### src/rtl/clock_pkg.sv
// Shared definitions for the 24 h clock: set-mode encoding and BCD digit limits.
// Used by clock_time_ctrl and the per-digit display decoders.
package clock_pkg;

  typedef enum logic [1:0] {
    MODE_RUN   = 2'd0,
    MODE_SET_H = 2'd1,
    MODE_SET_M = 2'd2
  } mode_e;

  localparam logic [3:0] SEC_T_MAX     = 4'd5;
  localparam logic [3:0] MIN_T_MAX     = 4'd5;
  localparam logic [3:0] HR_T_MAX      = 4'd2;
  localparam logic [3:0] HR_U_MAX_AT_2 = 4'd3;
  localparam logic [3:0] UNIT_MAX      = 4'd9;

endpackage

### src/rtl/bcd_digit.sv
// One BCD digit counter: increments on inc, wraps to 0 after max, and reports
// a carry in the same cycle as the wrapping increment.
module bcd_digit (
  input  logic       clk,
  input  logic       rst,
  input  logic       inc,
  input  logic       clr,
  input  logic [3:0] max,
  output logic [3:0] value,
  output logic       carry
);

  logic at_max;

  // ">=" rather than "==" so a digit can never sit above its limit
  assign at_max = (value >= max);
  assign carry  = inc & at_max;

  always_ff @(posedge clk) begin
    if (rst || clr) begin
      value <= 4'd0;
    end else if (inc) begin
      value <= at_max ? 4'd0 : value + 4'd1;
    end
  end

endmodule

### src/rtl/clock_time_ctrl.sv
// 24 h HH:MM:SS timekeeper: 1 Hz prescaler, BCD cascade and RUN/SET_H/SET_M set-mode FSM.
// Optional CLOCK_BLINK_EN macro adds blinking of the field being edited via digit_blank.
module clock_time_ctrl
  import clock_pkg::*;
#(
  parameter int CLK_HZ    = 50_000_000,
  parameter int BLINK_DIV = CLK_HZ / 2
) (
  input  logic       clk,
  input  logic       rst,
  input  logic       btn_mode,
  input  logic       btn_inc,
  output logic [3:0] h_t,
  output logic [3:0] h_u,
  output logic [3:0] m_t,
  output logic [3:0] m_u,
  output logic [3:0] s_t,
  output logic [3:0] s_u,
  output logic [5:0] digit_blank,
  output logic [1:0] mode,
  output logic       sec_tick
);

  localparam int PW = (CLK_HZ > 1) ? $clog2(CLK_HZ) : 1;

  localparam logic [1:0] ST_RUN   = MODE_RUN;
  localparam logic [1:0] ST_SET_H = MODE_SET_H;
  localparam logic [1:0] ST_SET_M = MODE_SET_M;

  logic [1:0]    state;
  logic [PW-1:0] presc;
  logic          mode_q, inc_q, rst_q;
  logic          mode_press, inc_press;
  logic          in_run, presc_wrap, clr_sec;
  logic          min_inc, hr_inc;
  logic          s_u_c, s_t_c, m_u_c, m_t_c, h_u_c;
  logic          unused_h_t_c;
  logic [3:0]    h_u_max;

  // rst_q suppresses a false press from a button already held through reset
  assign mode_press = btn_mode & ~mode_q & ~rst_q;
  assign inc_press  = btn_inc & ~inc_q & ~rst_q & ~mode_press;

  assign in_run     = (state == ST_RUN);
  assign presc_wrap = (presc == PW'(CLK_HZ - 1));
  assign sec_tick   = in_run & presc_wrap;
  assign mode       = state;

  assign clr_sec = mode_press & (state == ST_SET_M);
  assign min_inc = (in_run & s_t_c) | (inc_press & (state == ST_SET_M));
  assign hr_inc  = (in_run & m_t_c) | (inc_press & (state == ST_SET_H));
  assign h_u_max = (h_t == HR_T_MAX) ? HR_U_MAX_AT_2 : UNIT_MAX;

  always_ff @(posedge clk) begin
    if (rst) begin
      state  <= ST_RUN;
      presc  <= '0;
      mode_q <= 1'b0;
      inc_q  <= 1'b0;
      rst_q  <= 1'b1;
    end else begin
      rst_q  <= 1'b0;
      mode_q <= btn_mode;
      inc_q  <= btn_inc;
      if (!in_run || presc_wrap) begin
        presc <= '0;
      end else begin
        presc <= presc + PW'(1);
      end
      if (mode_press) begin
        case (state)
          ST_RUN:   state <= ST_SET_H;
          ST_SET_H: state <= ST_SET_M;
          default:  state <= ST_RUN;
        endcase
      end
    end
  end

  bcd_digit u_s_u (.clk(clk), .rst(rst), .inc(sec_tick), .clr(clr_sec), .max(UNIT_MAX),
                   .value(s_u), .carry(s_u_c));
  bcd_digit u_s_t (.clk(clk), .rst(rst), .inc(s_u_c), .clr(clr_sec), .max(SEC_T_MAX),
                   .value(s_t), .carry(s_t_c));
  bcd_digit u_m_u (.clk(clk), .rst(rst), .inc(min_inc), .clr(1'b0), .max(UNIT_MAX),
                   .value(m_u), .carry(m_u_c));
  bcd_digit u_m_t (.clk(clk), .rst(rst), .inc(m_u_c), .clr(1'b0), .max(MIN_T_MAX),
                   .value(m_t), .carry(m_t_c));
  // 23 -> 00 falls out of h_u wrapping at 3 and h_t wrapping at 2 together
  bcd_digit u_h_u (.clk(clk), .rst(rst), .inc(hr_inc), .clr(1'b0), .max(h_u_max),
                   .value(h_u), .carry(h_u_c));
  bcd_digit u_h_t (.clk(clk), .rst(rst), .inc(h_u_c), .clr(1'b0), .max(HR_T_MAX),
                   .value(h_t), .carry(unused_h_t_c));

`ifdef CLOCK_BLINK_EN
  localparam int BW = (BLINK_DIV > 1) ? $clog2(BLINK_DIV) : 1;

  logic [BW-1:0] blink_cnt;
  logic          blink_phase;

  // restarting on every transition keeps the newly edited field visible first
  always_ff @(posedge clk) begin
    if (rst || mode_press) begin
      blink_cnt   <= '0;
      blink_phase <= 1'b0;
    end else if (blink_cnt == BW'(BLINK_DIV - 1)) begin
      blink_cnt   <= '0;
      blink_phase <= ~blink_phase;
    end else begin
      blink_cnt <= blink_cnt + BW'(1);
    end
  end

  always_comb begin
    digit_blank = 6'b0;
    case (state)
      ST_SET_H: digit_blank = {blink_phase, blink_phase, 4'b0};
      ST_SET_M: digit_blank = {2'b0, blink_phase, blink_phase, 2'b0};
      default:  digit_blank = 6'b0;
    endcase
  end
`else
  logic unused_blink_div;
  assign unused_blink_div = (BLINK_DIV == 0);
  assign digit_blank      = 6'b0;
`endif

endmodule

### config.mk
export PLATFORM = sky130hd
export DESIGN_NAME = clock_time_ctrl
export DESIGN_NICKNAME = d
export VERILOG_FILES = /design/src/rtl/clock_pkg.sv /design/src/rtl/bcd_digit.sv /design/src/rtl/clock_time_ctrl.sv
export SDC_FILE = /design/constraint.sdc
export NUM_CORES = 1
export LEC_CHECK = 0
export ABC_AREA = 0
export BUFFER_PORTS_ARGS = -buffer_cell sky130_fd_sc_hd__buf_4
export CAP_MARGIN = 25
export CORE_AREA = 2 2 74 76
export CTS_CLUSTER_SIZE = 10
export DETAILED_ROUTE_END_ITERATION = 8
export DIE_AREA = 0 0 76 78
export MAX_ROUTING_LAYER = met4
export PLACE_DENSITY = 0.75
export SYNTH_ARGS = -nofsm -noshare
export SYNTH_HDL_FRONTEND = slang
export SYNTH_SLANG_ARGS = --single-unit
export TNS_END_PERCENT = 10
### constraint.sdc
create_clock -name clk -period 6.28 [get_ports clk]
set_clock_uncertainty 0.15 [all_clocks]
set_input_delay 0.942 -clock clk [delete_from_list [all_inputs] [get_ports clk]]
set_output_delay 0.942 -clock clk [all_outputs]
set_load 0.005 [all_outputs]
==> summary.md, run 1 <==
| Metric | Value |
|---|---|
| Syn avg cell area | `8.57 um^2` |
| Setup total negative slack | `0 ns` |
| Total power per unit cell area | `197 nW/um^2` |
| Critical path launch point type | `flip-flop` |
| Cts hold-fix bufs | `0` |
| RD Place Congestion | `0.831` |
| Required time of the worst setup path | `5.19 ns` |
| Total Wirelength | `5280 um` |
| Total routing resource utilization after global routing | `18.7%` |
| Antenna cells | `0` |
| Worst-Margin Slew | `1.01 ns` |
| Run status | `finished, final reports clean` |
| Layout cells sized above 1 | `13.4%` |
| Critical path buffers and inverters | `1` |
| Largest net degree at the start of global routing | `27` |
| Layout area overhead | `14.0%` |
| Total count of max-transition violations in the final report | `0` |
| Post-synthesis sequential area ratio | `40.0%` |
| Cell at the slowest stage of the critical path | `dfxtp_1` |
| Max_cap viols | `0` |
| Clock buffer count from CTS | `5` |
| Most frequent cell after synthesis | `dfxtp_1` |
| Number of buffers added on ports | `30` |
| Die Height | `78 um` |
| Time the final worst path needs with I/O delays and setup | `2.77 ns` |
| Pleak | `1.29 nW` |
| Cell class contributing the biggest share of worst-path delay | `simple AND/OR/NAND/NOR gates` |
| Post-CTS setup-driven buffer insertion count | `0` |
| Level count of the clock H-tree | `2` |
| Peak per-stage delay on the critical path | `0.38 ns` |
| CTS-repair resized insts | `0` |
| Placed cell area | `3020 um^2` |
| Final setup violating endpoints | `0` |
| Count of different cell masters after synthesis | `47` |
| Leading register cell type out of synthesis | `dfxtp_1` |
| Yosys Warn Count | `0` |
| Root buffer selected by CTS | `clkbuf_8` |
| Hold Fails Final Rpt | `0` |
| RSZ-0062 raised after global routing | `no` |
| Half-perimeter wire length after placement | `3780 um` |
| Clock tree from TritonCTS | `yes` |
| Worst min-delay path class | `flip-flop to flip-flop` |
| Number of design rule violations left after detail routing | `0` |
| Floorplan die area | `5930 um^2` |
| Initial antenna violation count | `0` |
| Achievable clock frequency | `360 MHz` |
| Power consumption | `0.619 mW` |
| Cell type with the highest aggregate area in the netlist | `dfxtp_1` |
| Wire length per cell | `12.5 um` |
| Core Box Area | `5040 um^2` |
| Overall die width | `76 um` |
| Worst-path maximum fanout | `4` |
| Number of primary I/O pins | `37` |
| CP endpoint kind | `output pin` |
| Worst-case headroom to the max-slew limit | `32.4%` |
| Critical path type | `flip-flop to output pin` |
| Number of cell rows | `26` |
| Iteration count of the initial detailed-routing pass | `4` |
| Number of enable flip-flop cells after synthesis | `0` |
| Maximum root-to-sink buffer count | `2` |
| Commonest cells post-synth | `55 x dfxtp_1, 40 x nor2_1, 24 x nand2_1` |
| First-pass GRT wire length | `8870 um` |
| Number of fill cells | `440` |
| Top area cells in the synthesized netlist | `dfxtp_1 40%, ha_1 8.2%, nor2_1 5.5%, xor2_1 4.8%, a21oi_1 3.5%` |
| Number of flip-flops and latches in the synthesized netlist | `55` |
| Initial Utilization | `54.5%` |
| Post-route core utilization | `62.2%` |
| Asr flop ratio synth | `0%` |
| Starting DRC count in detailed routing | `118` |
| Total clock sinks | `55` |
| Clk slew on worst S/H paths | `0.09 ns` |
| Data arrival time of the worst path | `1.68 ns` |
| Critical path cell sequence | `ha_1, nand3_1, nor3_2, and4_1, buf_4` |
| Ratio of final minimum period to clock period | `44.2%` |
| Vias in the first global route | `2,034` |
| Maximum vdd drop | `0.0868 mV` |
| Final net count | `373` |
| Post-Synthesis Cells | `321` |
| Final antenna-violating net count | `0` |
| Share of the synthesized area in the top cell type | `40.0%` |
| Total global routing overflow | `0` |
| Post-route cell area | `3140 um^2` |
| Worst skew pair latency | `0.31 ns` |
| Post-synthesis instance area | `2750 um^2` |
| Total number of vias | `2,231` |
| Per-cell via count in the routed design | `5.29` |
-- final timing paths --
check	start	end	slack [ns]	depth (start not counted)
max reg2reg	presc[0]	u_h_t.value[0]	3.61	7
max	presc[0]	sec_tick	3.51	5
min	presc[0]	presc[0]	0.33	1
min reg2reg	presc[0]	presc[0]	0.33	1
-- registers in the layout, indices dropped and copies added (netlist names) --
name / flops
u_h_u.value: 4
u_s_u.value: 4
presc: 26
mode_q: 1
mode: 2
u_m_u.value: 4
u_s_t.value: 4
u_m_t.value: 4
inc_q: 1
rst_q: 1
u_h_t.value: 4
-- per-stage QoR --
step / cells / setup slack, ns / hold slack, ns
CTS: 422 / 3.47 / 0.329
detailed placement: 414 / 3.61 / 0.306
global route: 422 / 3.32 / 0.363
finish: 422 / 3.51 / 0.329
global placement: 414 / 3.65 / 0.297
floorplan: 326 / 3.96 / 0.280
-- cells in the final DEF, fill, tap and decap left out, drive strengths merged, types with 11 or more instances in the layout --
cell type  count
dfxtp         55
nor2          41
buf           31
nand2         24
nand3         19
a21oi         19
ha            18
inv           17
xor2          15
nand4         11
-- area by class of cell --
type / count / area (um^2) / area share, %
Clock inverter: 2 / 35.0 / 1.12
Inverter: 18 / 67.6 / 2.15
Timing Repair Buffer: 31 / 233 / 7.42
Clock buffer: 6 / 82.6 / 2.63
Sequential cell: 55 / 1100 / 35.1
Tap cell: 70 / 87.6 / 2.79
Multi-Input combinational cell: 240 / 1530 / 48.8
-- per-layer routing --
metal	part of all wire, %	vias to the layer above	global-route usage [%]	routed length [um]
met3	3.6	5	4.42	188
met1	49	1013	23.1	2570
met2	47	41	29.8	2460
met4	0.97	0	7.09	51
li1	-	1172	-	-
met5	0	-	-	0
-- power by group --
group          internal, mW  switching, mW
registers             0.352        0.00297
logic               0.00614         0.0145
clock network         0.129          0.114
total                 0.487          0.132
-- kinds of logic (layout without fill, tap and decap cells) --
| family | count (synthesis) | in the layout | synth area share, % |
|---|---|---|---|
| AND/OR/NAND/NOR | 141 | 141 | 26.7 |
| flip-flops | 55 | 55 | 40.0 |
| AO/OA/AOI/OAI | 50 | 50 | 11.9 |
| buffers and inverters | 31 | 57 | 5.05 |
| XOR/XNOR | 24 | 24 | 7.64 |
| adder cells (fa/ha/maj) | 18 | 18 | 8.19 |
| other | 1 | 6 | 0.136 |
| multiplexers | 1 | 1 | 0.409 |
No activity file was read; power rests on OpenSTA's default activity.
==> run 2: changes to the inputs <==
--- a/config.mk
+++ b/config.mk
@@ -8,12 +8,12 @@
 export ABC_AREA = 0
 export BUFFER_PORTS_ARGS = -buffer_cell sky130_fd_sc_hd__buf_4
 export CAP_MARGIN = 25
-export CORE_AREA = 2 2 74 76
+export CORE_AREA = 2 2 77 79
 export CTS_CLUSTER_SIZE = 10
 export DETAILED_ROUTE_END_ITERATION = 8
-export DIE_AREA = 0 0 76 78
+export DIE_AREA = 0 0 79 81
 export MAX_ROUTING_LAYER = met4
-export PLACE_DENSITY = 0.75
+export PLACE_DENSITY = 0.73
 export SYNTH_ARGS = -nofsm -noshare
 export SYNTH_HDL_FRONTEND = slang
 export SYNTH_SLANG_ARGS = --single-unit
==> constraint.sdc (replaced) <==
create_clock -name clk -period 2.55 [get_ports clk]
set_clock_uncertainty 0.15 [all_clocks]
set_input_delay 0.3825 -clock clk [delete_from_list [all_inputs] [get_ports clk]]
set_output_delay 0.3825 -clock clk [all_outputs]
set_load 0.005 [all_outputs]
==> run 2 against run 1 <==
- final cell count rose by 3.3%
- global-route usage rose by 0.12 points
- worst hold slack got worse by 0.17 ns
- sequential cell count did not move
- die area rose by 7.9%
- sequential share of layout area fell by 1.1 points
- worst setup slack got worse by 3.4 ns
- critical path type is now flip-flop to flip-flop
- largest power group unchanged
==> summary.md, run 2 (synthesis results as in run 1) <==
| Metric | Value |
|---|---|
| Iteration count of the initial detailed-routing pass | `4` |
| Die Height | `81 um` |
| Level count of the clock H-tree | `2` |
| Clk slew on worst S/H paths | `0.09 ns` |
| Destination of the critical timing path | `u_h_u.value[3]` |
| Total routing resource utilization after global routing | `18.8%` |
| Layout cells sized above 1 | `17.2%` |
| Critical path launch point type | `flip-flop` |
| Clock tree from TritonCTS | `yes` |
| Wire length per cell | `12.9 um` |
| Most frequent cells in the layout | `52 x dfxtp_1, 40 x nor2_1, 40 x buf_4, 24 x nand2_1` |
| Cts hold-fix bufs | `0` |
| Overall die width | `79 um` |
| Run status | `finished, final reports clean` |
| Total power per unit cell area | `472 nW/um^2` |
| Total number of vias | `2,324` |
| Required time of the worst setup path | `2.65 ns` |
| Post-route core utilization | `57.3%` |
| Post-route cell area | `3250 um^2` |
| Per-cell via count in the routed design | `5.33` |
| Number of cell rows | `28` |
| Maximum root-to-sink buffer count | `2` |
| Worst-path maximum fanout | `5` |
| Final instance count without filler cells | `436` |
| Met1 track demand over resource | `24.0%` |
| Final net count | `382` |
| Total global routing overflow | `0` |
| M2 GR Usage | `30.3%` |
| Core Box Area | `5680 um^2` |
| Power consumption | `1.53 mW` |
| Setup total negative slack | `0 ns` |
| Starting DRC count in detailed routing | `113` |
| Data arrival time of the worst path | `2.50 ns` |
| Met3 Use GR | `3.11%` |
| Final setup violating endpoints | `0` |
| Half-perimeter wire length after placement | `4070 um` |
| CP endpoint kind | `flip-flop` |
| Maximum vdd drop | `0.220 mV` |
| Pleak | `1.35 nW` |
| Max_cap viols | `0` |
| Number of buffers added on ports | `30` |
| Initial antenna violation count | `0` |
| Total Wirelength | `5610 um` |
| Layer with the highest usage after global routing | `met2` |
| Critical path type | `flip-flop to flip-flop` |
| Achievable clock frequency | `416 MHz` |
| Startpoint of the worst register-to-register path | `u_h_t.value[0]` |
| Post-CTS setup-driven buffer insertion count | `0` |
| Hold Fails Final Rpt | `0` |
| Worst skew pair latency | `0.31 ns` |
| Start point of the critical path | `u_h_t.value[0]` |
| Worst Reg-to-Reg Cells | `8` |
| Floorplan die area | `6400 um^2` |
| Root buffer selected by CTS | `clkbuf_8` |
| Most common cell after layout, fill and taps aside | `dfxtp_1` |
| Clock buffer count from CTS | `5` |
| Reg-to-reg slack, setup | `0.15 ns` |
| RD Place Congestion | `0.839` |
| Register bank with the most flops | `presc` |
| Placed cell area | `3090 um^2` |
| Endpoint of the worst register-to-register path | `u_h_u.value[3]` |
| CTS-repair resized insts | `0` |
| Vias in the first global route | `2,140` |
| Antenna cells | `0` |
| Total clock sinks | `55` |
| Time the final worst path needs with I/O delays and setup | `2.40 ns` |
| Initial Utilization | `48.5%` |
| Largest net degree at the start of global routing | `27` |
| Number of primary I/O pins | `37` |
| Worst min-delay path class | `input pin to flip-flop` |
| First-pass GRT wire length | `9440 um` |
| Ratio of final minimum period to clock period | `94.3%` |
| Number of placed cells counting well taps | `428` |
| Layout area overhead | `18.2%` |
| Final antenna-violating net count | `0` |
| Number of design rule violations left after detail routing | `0` |
| Max reg flops | `26` |
| Total count of max-transition violations in the final report | `0` |
[run 2: metrics by stage]
stage	worst slack, ns	hold slack (ns)
final	0.146	0.155
after global routing	-0.0252	0.156
after global placement	0.191	0.295
after detailed placement	0.0958	0.302
after CTS	0.0585	0.149
after floorplan	0.233	0.260
[run 2: layer usage]
layer  vias up  wire length [um]
met5         -                 0
met1      1069              2640
met3        11               237
li1       1193                 -
met4         0               116
met2        51              2620
[run 2: worst min-delay path by stage]
stage | start | endpoint | slack (ns) | cells after the start
6_report | btn_mode | mode_q | 0.15 | 2
5_1_grt | btn_mode | mode_q | 0.16 | 2
4_1_cts | btn_mode | mode_q | 0.15 | 2
3_5_place_dp | presc[0] | presc[0] | 0.30 | 1
3_3_place_gp | presc[0] | presc[0] | 0.29 | 1
2_1_floorplan | rst | rst_q | 0.26 | 0
[run 2: critical path, cell delays in order (launching register included)]
cell and delay [ns]:
dfxtp_1 0.42, inv_1 0.06, ha_1 0.21, nand2_1 0.09
ha_1 0.23, a211o_1 0.31, a21o_1 0.24, or4_1 0.50
a21oi_2 0.15
[run 2: power breakdown]
group	internal, mW	switching, mW	total (mW)
registers	0.868	0.00953	0.877
logic	0.0209	0.0372	0.0581
clock network	0.318	0.282	0.600
total	1.21	0.328	1.53
[run 2: area by class of cell]
| cell class | count | area (um^2) |
|---|---|---|
| flip-flops and latches | 55 | 1110 |
| clock inverters | 2 | 35.0 |
| repair buffers | 40 | 300 |
| well taps | 75 | 93.8 |
| multi-input cells | 240 | 1560 |
| fillers | 505 | 2420 |
| inverters | 18 | 67.6 |
| clock buffers | 6 | 82.6 |
==> run 3: changes to the inputs <==
--- a/config.mk
+++ b/config.mk
@@ -14,6 +14,7 @@
 export DIE_AREA = 0 0 79 81
 export MAX_ROUTING_LAYER = met4
 export PLACE_DENSITY = 0.73
+export REMOVE_ABC_BUFFERS = 1
 export SYNTH_ARGS = -nofsm -noshare
 export SYNTH_HDL_FRONTEND = slang
 export SYNTH_SLANG_ARGS = --single-unit
==> run 3 against run 2 <==
- sequential power is essentially flat
- clock-buffer cell count is 1 higher
- worst hold slack better by 0.0071 ns
- register-to-register slack about the same
- first-iteration DRC count up 8.0%
- worst setup slack improved by 0.011 ns
- combinational power down 4.3%
- non-clock buffer count decreased by 3
- largest cell class unchanged
==> summary.md, run 3 (synthesis results as in run 1) <==
| Metric | Value |
|---|---|
| Largest net degree at the start of global routing | `27` |
| Layout area overhead | `15.8%` |
| Cts hold-fix bufs | `0` |
| Reg-to-reg slack, setup | `0.16 ns` |
| Post-route cell area | `3180 um^2` |
| Total number of vias | `2,294` |
| Setup total negative slack | `0 ns` |
| Number of placed cells counting well taps | `425` |
| Pleak | `1.32 nW` |
| Overall die width | `79 um` |
| Final antenna-violating net count | `0` |
| Data arrival time of the worst path | `2.49 ns` |
| Layout cells sized above 1 | `15.1%` |
| Achievable clock frequency | `418 MHz` |
| First-pass GRT wire length | `8940 um` |
| Most common cell after layout, fill and taps aside | `dfxtp_1` |
| Final setup violating endpoints | `0` |
| Wire length per cell | `12.7 um` |
| Per-cell via count in the routed design | `5.30` |
| Max_cap viols | `0` |
| Iteration count of the initial detailed-routing pass | `4` |
| Worst min-delay path class | `input pin to flip-flop` |
| Most frequent cells in the layout | `55 x dfxtp_1, 40 x nor2_1, 37 x buf_4, 24 x nand2_1, 19 x a21oi_1` |
| Level count of the clock H-tree | `2` |
| Clk slew on worst S/H paths | `0.10 ns` |
| Vias in the first global route | `2,068` |
| Post-route core utilization | `56.1%` |
| Final instance count without filler cells | `433` |
| Worst skew pair latency | `0.30 ns` |
| Total clock sinks | `55` |
| Area of the multi-input gates | `1540 um^2` |
| Placed cell area | `3070 um^2` |
| Worst-path maximum fanout | `7` |
| Floorplan die area | `6400 um^2` |
| Maximum root-to-sink buffer count | `2` |
| Register bank with the most flops | `presc` |
| Number of cell rows | `28` |
| Number of design rule violations left after detail routing | `0` |
| Number of fill cells | `531` |
| Seq. cell area | `1100 um^2` |
| Half-perimeter wire length after placement | `3940 um` |
| Maximum vdd drop | `0.257 mV` |
| Die Height | `81 um` |
| CP endpoint kind | `flip-flop` |
| Final net count | `379` |
| Total count of max-transition violations in the final report | `0` |
| Hold Fails Final Rpt | `0` |
| Clock tree from TritonCTS | `yes` |
| Total global routing overflow | `0` |
| RSZ-0062 raised after global routing | `no` |
| Time the final worst path needs with I/O delays and setup | `2.39 ns` |
| Ratio of final minimum period to clock period | `93.8%` |
| Root buffer selected by CTS | `clkbuf_8` |
| Run status | `finished, final reports clean` |
| Total routing resource utilization after global routing | `17.9%` |
| Critical path launch point type | `flip-flop` |
| Worst Reg-to-Reg Cells | `8` |
| Number of primary I/O pins | `37` |
| Number of buffers added on ports | `30` |
| Total Wirelength | `5490 um` |
| Critical path type | `flip-flop to flip-flop` |
| Starting DRC count in detailed routing | `122` |
| Max reg flops | `26` |
| Hold Path Cell Cnt | `2` |
| Initial antenna violation count | `0` |
| Total power per unit cell area | `456 nW/um^2` |
| Pre-CTS setup slack | `0.154 ns` |
| Required time of the worst setup path | `2.64 ns` |
| Worst setup margin | `0.158 ns` |
| Initial Utilization | `48.5%` |
| Clock buffer count from CTS | `5` |
| RD Place Congestion | `0.787` |
| Antenna cells | `0` |
| Core Box Area | `5680 um^2` |
run 3: changes by cell type in the layout (fill, tap and decap cells not counted), sizes merged:
| cell | previous run | this run |
|---|---|---|
| buf | 40 | 37 |
| bufinv | 1 | 0 |
| clkbuf | 6 | 7 |
| clkinv | 2 | 1 |
| clkinvlp | 0 | 1 |
run 3: power by group:
group / switching, mW / internal [mW]
Combinational: 0.0368 / 0.0188
Clock: 0.273 / 0.248
Sequential: 0.00753 / 0.867
run 3: worst paths after layout:
check | start | to
max | u_s_t.value[0] | u_h_u.value[3]
min | btn_mode | mode_q
max reg2reg | u_s_t.value[0] | u_h_u.value[3]
min reg2reg | presc[0] | presc[0]
run 3: critical path: stages, from the launching register on:
cell and delay (ns):
dfxtp_1 0.46, inv_1 0.07, ha_1 0.19, nand2b_1 0.07, a21o_1 0.21, nand2_1 0.10, o41a_1 0.44, or4_1 0.50
a21oi_1 0.14
run 3: area by class of cell:
| class | instances | area share (%) |
|---|---|---|
| Timing Repair Buffer | 37 | 8.72 |
| Multi-Input combinational cell | 240 | 48.4 |
| Sequential cell | 55 | 34.6 |
| Tap cell | 75 | 2.95 |
| Inverter | 18 | 2.12 |
| Clock inverter | 1 | 0.236 |
| Clock buffer | 7 | 3.03 |
run 3: metrics by stage:
step	hold slack, ns	total power [mW]
global placement	0.295	0.949
CTS	0.153	1.47
finish	0.162	1.45
floorplan	0.260	0.924
global route	0.147	1.52
detailed placement	0.304	0.951
run 3: routing by layer:
layer / share of wire (%) / GRT usage (%) / wire length (um) / up-vias
met3: 3.0 / 3.44 / 167 / 5
met5: 0 / - / 0 / -
li1: - / - / - / 1186
met2: 51 / 31.4 / 2780 / 26
met4: 0.93 / 4.48 / 51 / 0
met1: 45 / 21.2 / 2500 / 1077
run 3: timing repair:
item,CTS,global route
buffers inserted,0,0
resized for setup,0,2
setup endpoints to repair,0,3
